$ cat src/rtl/add_op_impl_pipelined_if.sv
// ---------------------------------------------------------------------------
// add_op_impl_pipelined_if
// Purpose : Valid/ready operand and result bundle for the pipelined add op.
//           The master (the ALU dispatch or a harness) drives the operands and
//           the result-side ready. The slave (the adder) returns in_ready and
//           the registered result beat.
// Signals :
//   in_valid  m->s  operand beat valid
//   in_ready  s->m  adder can take a beat this cycle
//   lhs       m->s  left operand  [OPERAND_WIDTH]
//   rhs       m->s  right operand [OPERAND_WIDTH]
//   carry_in  m->s  carry into bit 0
//   sub       m->s  subtract select (only when ADD_OP_SUB_EN is defined)
//   out_valid s->m  result beat valid
//   out_ready m->s  master accepts the result this cycle
//   result    s->m  sum modulo 2^OPERAND_WIDTH
//   carry_out s->m  carry out of the MSB
//   overflow  s->m  signed two's-complement overflow
// Config  : ADD_OP_SUB_EN adds the sub signal.
// ---------------------------------------------------------------------------
interface add_op_impl_pipelined_if #(
  parameter int OPERAND_WIDTH = 32
);
  logic                     in_valid;
  logic                     in_ready;
  logic [OPERAND_WIDTH-1:0] lhs;
  logic [OPERAND_WIDTH-1:0] rhs;
  logic                     carry_in;
`ifdef ADD_OP_SUB_EN
  logic                     sub;
`endif
  logic                     out_valid;
  logic                     out_ready;
  logic [OPERAND_WIDTH-1:0] result;
  logic                     carry_out;
  logic                     overflow;

  modport master (
`ifdef ADD_OP_SUB_EN
    output sub,
`endif
    output in_valid, lhs, rhs, carry_in, out_ready,
    input  in_ready, out_valid, result, carry_out, overflow
  );

  modport slave (
`ifdef ADD_OP_SUB_EN
    input  sub,
`endif
    input  in_valid, lhs, rhs, carry_in, out_ready,
    output in_ready, out_valid, result, carry_out, overflow
  );
endinterface

$ cat src/rtl/add_op_impl_pipelined.sv
// ---------------------------------------------------------------------------
// add_op_impl_pipelined
// Purpose : Segmented ripple adder. Each pipeline stage sums one SEGMENT_WIDTH
//           slice and passes its carry to the next stage. The higher operand
//           slices and the lower result slices travel alongside in the stage
//           registers. Latency is NUM_STAGES = OPERAND_WIDTH/SEGMENT_WIDTH
//           cycles and throughput is one op per cycle. The whole pipe stalls
//           when the output holds an unaccepted beat.
// Ports   :
//   clk      in   sole clock, rising edge
//   rst      in   synchronous, active-high reset; discards in-flight ops
//   add_bus  slave modport of add_op_impl_pipelined_if (operands in, result out)
// Config  : ADD_OP_SUB_EN enables the sub input. The adder then computes
//           lhs + ~rhs + (carry_in ^ sub) when sub is set.
// ---------------------------------------------------------------------------
module add_op_impl_pipelined #(
  parameter int OPERAND_WIDTH = 32,
  parameter int SEGMENT_WIDTH = 8
) (
  input  logic                          clk,
  input  logic                          rst,
  add_op_impl_pipelined_if.slave        add_bus
);

  // A guarded slice width keeps elaboration arithmetic defined on a bad config.
  localparam int W          = OPERAND_WIDTH;
  localparam int SEG_W      = (SEGMENT_WIDTH > 0) ? SEGMENT_WIDTH : 1;
  localparam int NUM_STAGES = ((OPERAND_WIDTH / SEG_W) > 0) ? (OPERAND_WIDTH / SEG_W) : 1;

  if ((SEGMENT_WIDTH <= 0) || ((OPERAND_WIDTH % SEG_W) != 0)) begin : g_cfg_err
    $error("add_op_impl_pipelined: SEGMENT_WIDTH must be nonzero and divide OPERAND_WIDTH");
  end

  // Stage registers. Index NUM_STAGES-1 is the output stage.
  logic         r_vld [NUM_STAGES];
  logic [W-1:0] r_lhs [NUM_STAGES];
  logic [W-1:0] r_rhs [NUM_STAGES];   // holds the effective (possibly inverted) rhs
  logic [W-1:0] r_sum [NUM_STAGES];
  logic         r_cy  [NUM_STAGES];
  logic         r_ovf;

  // Per-stage inputs (previous stage or the bus) and next-state values.
  logic         w_vld_src [NUM_STAGES];
  logic [W-1:0] w_lhs_src [NUM_STAGES];
  logic [W-1:0] w_rhs_src [NUM_STAGES];
  logic [W-1:0] w_sum_src [NUM_STAGES];
  logic         w_cy_src  [NUM_STAGES];
  logic [W-1:0] w_sum_nxt [NUM_STAGES];
  logic         w_cy_nxt  [NUM_STAGES];
  logic [SEG_W:0] w_seg   [NUM_STAGES];

  logic         w_advance;
  logic [W-1:0] w_rhs_eff;
  logic         w_cin_eff;
  logic         w_ovf_nxt;

  // Subtraction folds into the operands at entry, so sub travels with its beat.
`ifdef ADD_OP_SUB_EN
  assign w_rhs_eff = add_bus.sub ? ~add_bus.rhs : add_bus.rhs;
  assign w_cin_eff = add_bus.carry_in ^ add_bus.sub;
`else
  assign w_rhs_eff = add_bus.rhs;
  assign w_cin_eff = add_bus.carry_in;
`endif

  // The pipe moves whenever the output slot is empty or being drained.
  assign w_advance        = !r_vld[NUM_STAGES-1] || add_bus.out_ready;
  assign add_bus.in_ready = w_advance;

  // Route each stage's source: stage 0 from the bus, others from the prior stage.
  always_comb begin
    w_vld_src[0] = add_bus.in_valid;
    w_lhs_src[0] = add_bus.lhs;
    w_rhs_src[0] = w_rhs_eff;
    w_sum_src[0] = {W{1'b0}};
    w_cy_src[0]  = w_cin_eff;
    for (int k = 1; k < NUM_STAGES; k++) begin
      w_vld_src[k] = r_vld[k-1];
      w_lhs_src[k] = r_lhs[k-1];
      w_rhs_src[k] = r_rhs[k-1];
      w_sum_src[k] = r_sum[k-1];
      w_cy_src[k]  = r_cy[k-1];
    end
  end

  // Stage k adds slice k and patches it into the partial result word.
  always_comb begin
    for (int k = 0; k < NUM_STAGES; k++) begin
      w_seg[k] = {1'b0, w_lhs_src[k][k*SEG_W +: SEG_W]}
               + {1'b0, w_rhs_src[k][k*SEG_W +: SEG_W]}
               + {{SEG_W{1'b0}}, w_cy_src[k]};
      w_sum_nxt[k] = w_sum_src[k];
      w_sum_nxt[k][k*SEG_W +: SEG_W] = w_seg[k][SEG_W-1:0];
      w_cy_nxt[k]  = w_seg[k][SEG_W];
    end
  end

  // Signed overflow is settled once the last slice (holding the sign bit) is summed.
  assign w_ovf_nxt = (w_lhs_src[NUM_STAGES-1][W-1] == w_rhs_src[NUM_STAGES-1][W-1])
                  && (w_sum_nxt[NUM_STAGES-1][W-1] != w_lhs_src[NUM_STAGES-1][W-1]);

  // Stage registers: clear on reset, shift on advance, otherwise hold.
  always_ff @(posedge clk) begin
    if (rst) begin
      for (int k = 0; k < NUM_STAGES; k++) begin
        r_vld[k] <= 1'b0;
        r_lhs[k] <= {W{1'b0}};
        r_rhs[k] <= {W{1'b0}};
        r_sum[k] <= {W{1'b0}};
        r_cy[k]  <= 1'b0;
      end
      r_ovf <= 1'b0;
    end else if (w_advance) begin
      for (int k = 0; k < NUM_STAGES; k++) begin
        r_vld[k] <= w_vld_src[k];
        r_lhs[k] <= w_lhs_src[k];
        r_rhs[k] <= w_rhs_src[k];
        r_sum[k] <= w_sum_nxt[k];
        r_cy[k]  <= w_cy_nxt[k];
      end
      r_ovf <= w_ovf_nxt;
    end else begin
      r_ovf <= r_ovf;
    end
  end

  assign add_bus.out_valid = r_vld[NUM_STAGES-1];
  assign add_bus.result    = r_sum[NUM_STAGES-1];
  assign add_bus.carry_out = r_cy[NUM_STAGES-1];
  assign add_bus.overflow  = r_ovf;

endmodule
$ cat src/flat_wrapper.sv
// flat-port wrapper written by rule: the top's interface ports become plain ports
module add_op_impl_pipelined_flat 
#(
  parameter int OPERAND_WIDTH = 32,
  parameter int SEGMENT_WIDTH = 8
)
  (clk, rst, add_bus_in_valid, add_bus_lhs, add_bus_rhs, add_bus_carry_in, add_bus_out_ready, add_bus_in_ready, add_bus_out_valid, add_bus_result, add_bus_carry_out, add_bus_overflow);
  add_op_impl_pipelined_if #(.OPERAND_WIDTH(OPERAND_WIDTH)) add_bus_i ();
  input  logic clk;
  input  logic rst;
  input wire logic [$bits(add_bus_i.in_valid)-1:0] add_bus_in_valid;
  input wire logic [$bits(add_bus_i.lhs)-1:0] add_bus_lhs;
  input wire logic [$bits(add_bus_i.rhs)-1:0] add_bus_rhs;
  input wire logic [$bits(add_bus_i.carry_in)-1:0] add_bus_carry_in;
  input wire logic [$bits(add_bus_i.out_ready)-1:0] add_bus_out_ready;
  output wire logic [$bits(add_bus_i.in_ready)-1:0] add_bus_in_ready;
  output wire logic [$bits(add_bus_i.out_valid)-1:0] add_bus_out_valid;
  output wire logic [$bits(add_bus_i.result)-1:0] add_bus_result;
  output wire logic [$bits(add_bus_i.carry_out)-1:0] add_bus_carry_out;
  output wire logic [$bits(add_bus_i.overflow)-1:0] add_bus_overflow;
  assign add_bus_i.in_valid = add_bus_in_valid;
  assign add_bus_i.lhs = add_bus_lhs;
  assign add_bus_i.rhs = add_bus_rhs;
  assign add_bus_i.carry_in = add_bus_carry_in;
  assign add_bus_i.out_ready = add_bus_out_ready;
  assign add_bus_in_ready = add_bus_i.in_ready;
  assign add_bus_out_valid = add_bus_i.out_valid;
  assign add_bus_result = add_bus_i.result;
  assign add_bus_carry_out = add_bus_i.carry_out;
  assign add_bus_overflow = add_bus_i.overflow;
  add_op_impl_pipelined #(.OPERAND_WIDTH(OPERAND_WIDTH), .SEGMENT_WIDTH(SEGMENT_WIDTH)) u_core (.clk(clk), .rst(rst), .add_bus(add_bus_i));
endmodule
$ cat config.mk
export PLATFORM = sky130hd
export DESIGN_NAME = add_op_impl_pipelined_flat
export DESIGN_NICKNAME = d
export VERILOG_FILES = /design/src/rtl/add_op_impl_pipelined_if.sv /design/src/rtl/add_op_impl_pipelined.sv /design/src/flat_wrapper.sv
export SDC_FILE = /design/constraint.sdc
export NUM_CORES = 1
export LEC_CHECK = 0
export CORE_AREA = 2 2 143 145
export DETAILED_ROUTE_END_ITERATION = 10
export DIE_AREA = 0 0 145 147
export PLACE_DENSITY = 0.66
export SYNTH_ARGS = -nofsm -noshare
export SYNTH_HDL_FRONTEND = slang
export SYNTH_SLANG_ARGS = --single-unit
$ cat constraint.sdc
create_clock -name clk -period 7.1 [get_ports clk]
set_clock_uncertainty 0.1 [all_clocks]
set_input_delay 1.42 -clock clk [delete_from_list [all_inputs] [get_ports clk]]
set_output_delay 1.42 -clock clk [all_outputs]
set_load 0.02 [all_outputs]
==> results.ini <==
[floorplanning]
die_y_um=147
start_util_pct=41.9
design.core.area_um2=19800
num_io_pins=105
die_w_um=145
rows=52
dieArea_um2=21300

[setup_path]
cp.arrival_ns=2.82
worstSetupPathType=primary input to output port
critPathLaunchType=primary input
critPathBufInv=3
crit_family=buffers and inverters
worstPathRequired_ns=5.58
max_stage_delay_ns=0.54
crit_path_frequent_cell=clkdlybuf4s50_1
cpMaxStageDelayCell=clkdlybuf4s50_1
cp_max_fo=8
r2r_start=u_core.r_vld[0][3]$_DFFE_PP_
endpoint_kind=output port
cp-startpoint=add_bus_out_ready
crit_chain=clkdlybuf4s50_1, nor2b_4, inv_1, clkdlybuf4s50_1

[sta]
min_period_over_period_pct=61.2
finalSetupViolCount=0
slew_violations=0
period_needed_ns=4.34
worst_pin_slew_ns=0.903
relSlewSlack_pct=39.6
grt_setup_unrepaired=no
setup_tns_ns=0
hold_viol_final=0
max_freq_ghz=0.230
fin_ws_ns=2.76

[place]
io_buffers=104
dpl_cell_area_um2=9410
dpl.cell_count=916
post-dp-hpwl_um=8430
place_ws_ns=2.75
routabilityCongestion=0.823

[power]
leakagePower_nw=4.07
finalPower_mw=2.46
power_density_nw_per_um2=246
ir_drop_mv=0.188

[cells_and_area]
multi_input_area_um2=2380
drive_above_1_share_pct=6.34
layout.cells.non_filler=948
nFillCells=1684
seqCellArea_um2=5550
diodes=0
final_net_count=770
area_growth_syn_to_layout_pct=20.5
final_area_um2=10000

[grt]
antenna_found_initial=0
met3_usage_pct=3.57
grt_max_degree=122
grtUsageMet1_pct=15.7
first_global_vias=4371
globalRouteMet2Util_pct=21.5
grt_overflow_total=0
track_usage_pct=12.8
grt_pass1_wl_um=21500
top_usage_layer=met2

[clock_network]
cts_root_buffer=clkbuf_16
cts_resized=0
insertion_delay_ns=0.42
htreeDepth=4
numCtsBuffers=17
cts.sinks=185
cts_tree=built
hold_buffers=0
post_cts_buffers=0
cts.path.max_buffers=2
clk_pin_slew_ns=0.07

[synth]
synth_nets=695
yosysUniqueCellTypes=43
syn_area_um2=8320
synth_warnings=0
ys.flop_type=edfxtp_1
async_reset_ff_share_pct=0
synth_area_per_cell_um2=14.1
synth_edf_count=184
syn_inst=590
synth_seq_cells=185
yosysSeqAreaShare_pct=66.7

[drt]
via_per_inst=4.64
wirelength_um=12900
wl_per_cell_um=13.6
ant_nets=0
dr_total_vias=4397
dr.pass1.iters=4
drtIter0Drc=324
drc=0

[run_status]
status=finished, final reports clean

[run]
drv_cap=0

[min_path]
hold_path_class=register to register
hold_start=u_core.r_rhs[0][25]$_SDFFCE_PN0P_

synth_stat cells, drive strengths merged, types with 3 or more instances:
cell type	instances	area, um2
edfxtp	184	5530
and2	153	957
buf	46	310
ha	28	350
nor2	26	100
inv	19	71.3
o21ai	14	77.6
a21oi	12	60.1
nor3	11	55.1
a21o	10	75.1
a211oi	8	70.1
fa	8	160
nor2b	8	57.6
nand2	7	26.3
clkbuf	6	25.0
or3	5	31.3
xnor2	5	43.8
nand3	4	20.0
o31a	4	35.0
a21boi	3	22.5
mux2i	3	30.0
nand2b	3	18.8
nor3b	3	22.5
xor2	3	26.3
metrics by stage:
step	util [%]	hold WS (ns)
final	50.5	0.411
after global routing	50.5	0.426
after CTS	50.5	0.413
after detailed placement	47.4	0.401
after global placement	47.4	0.398
after floorplan	-	0.397
where the power goes:
group	internal, mW	total (mW)	leakage, nW	switching (mW)
clock	0.535	0.961	0.303	0.425
sequential	1.27	1.29	2.19	0.0183
combinational	0.111	0.210	1.57	0.0991
total	1.92	2.46	4.07	0.543
per-layer routing:
layer | vias up | wire [um] | share of wire, %
met5 | - | 0 | 0
met4 | 0 | 228 | 1.8
met3 | 21 | 540 | 4.2
met2 | 107 | 6460 | 50
met1 | 2069 | 5650 | 44
li1 | 2200 | - | -
kinds of logic (layout without fill, tap and decap cells):
family / Yosys count / in the layout / synth area share (%)
fa+ha+maj: 36 / 36 / 6.14
compound gates: 64 / 64 / 5.34
buf+inv: 71 / 159 / 4.89
simple gates: 223 / 223 / 15.7
mux: 3 / 3 / 0.361
xor+xnor: 8 / 8 / 0.843
flops: 185 / 185 / 66.7
cells in the final DEF (no fill, tap or decap), types with 6 or more instances in the layout:
cell,instances
edfxtp_1,184
and2_1,153
clkdlybuf4s50_1,104
ha_1,28
nor2_1,25
inv_1,19
clkbuf_16,17
a21oi_1,12
nor3_1,11
a21o_1,10
o21ai_0,8
fa_1,8
nor2b_1,7
nand2_1,7
a211oi_1,6
state kept, by name (all words and copies together), names as in the netlist:
signal / flops
u_core.r_rhs: 48
u_core.r_cy: 4
u_core.r_vld: 4
u_core.r_lhs: 48
u_core.add_bus.overflow: 1
u_core.r_sum: 80
layout make-up:
class                           count  share of cell area [%]
Timing Repair Buffer              108                    10.8
Clock buffer                       17                    4.24
Inverter                           19                   0.712
Clock inverter                     15                    1.83
Multi-Input combinational cell    334                    23.7
Tap cell                          270                    3.37
Sequential cell                   185                    55.3
path summary, 6_finish.rpt:
check | endpoint | slack [ns] | cells past startpoint
max | add_bus_in_ready | 2.76 | 4
min | u_core.r_rhs[0][57]$_SDFFCE_PN0P_ | 0.41 | 1
max reg2reg | u_core.r_sum[0][46]$_SDFFCE_PN0P_ | 4.54 | 6
min reg2reg | u_core.r_rhs[0][57]$_SDFFCE_PN0P_ | 0.41 | 1
(Power assumes the default switching activity.)
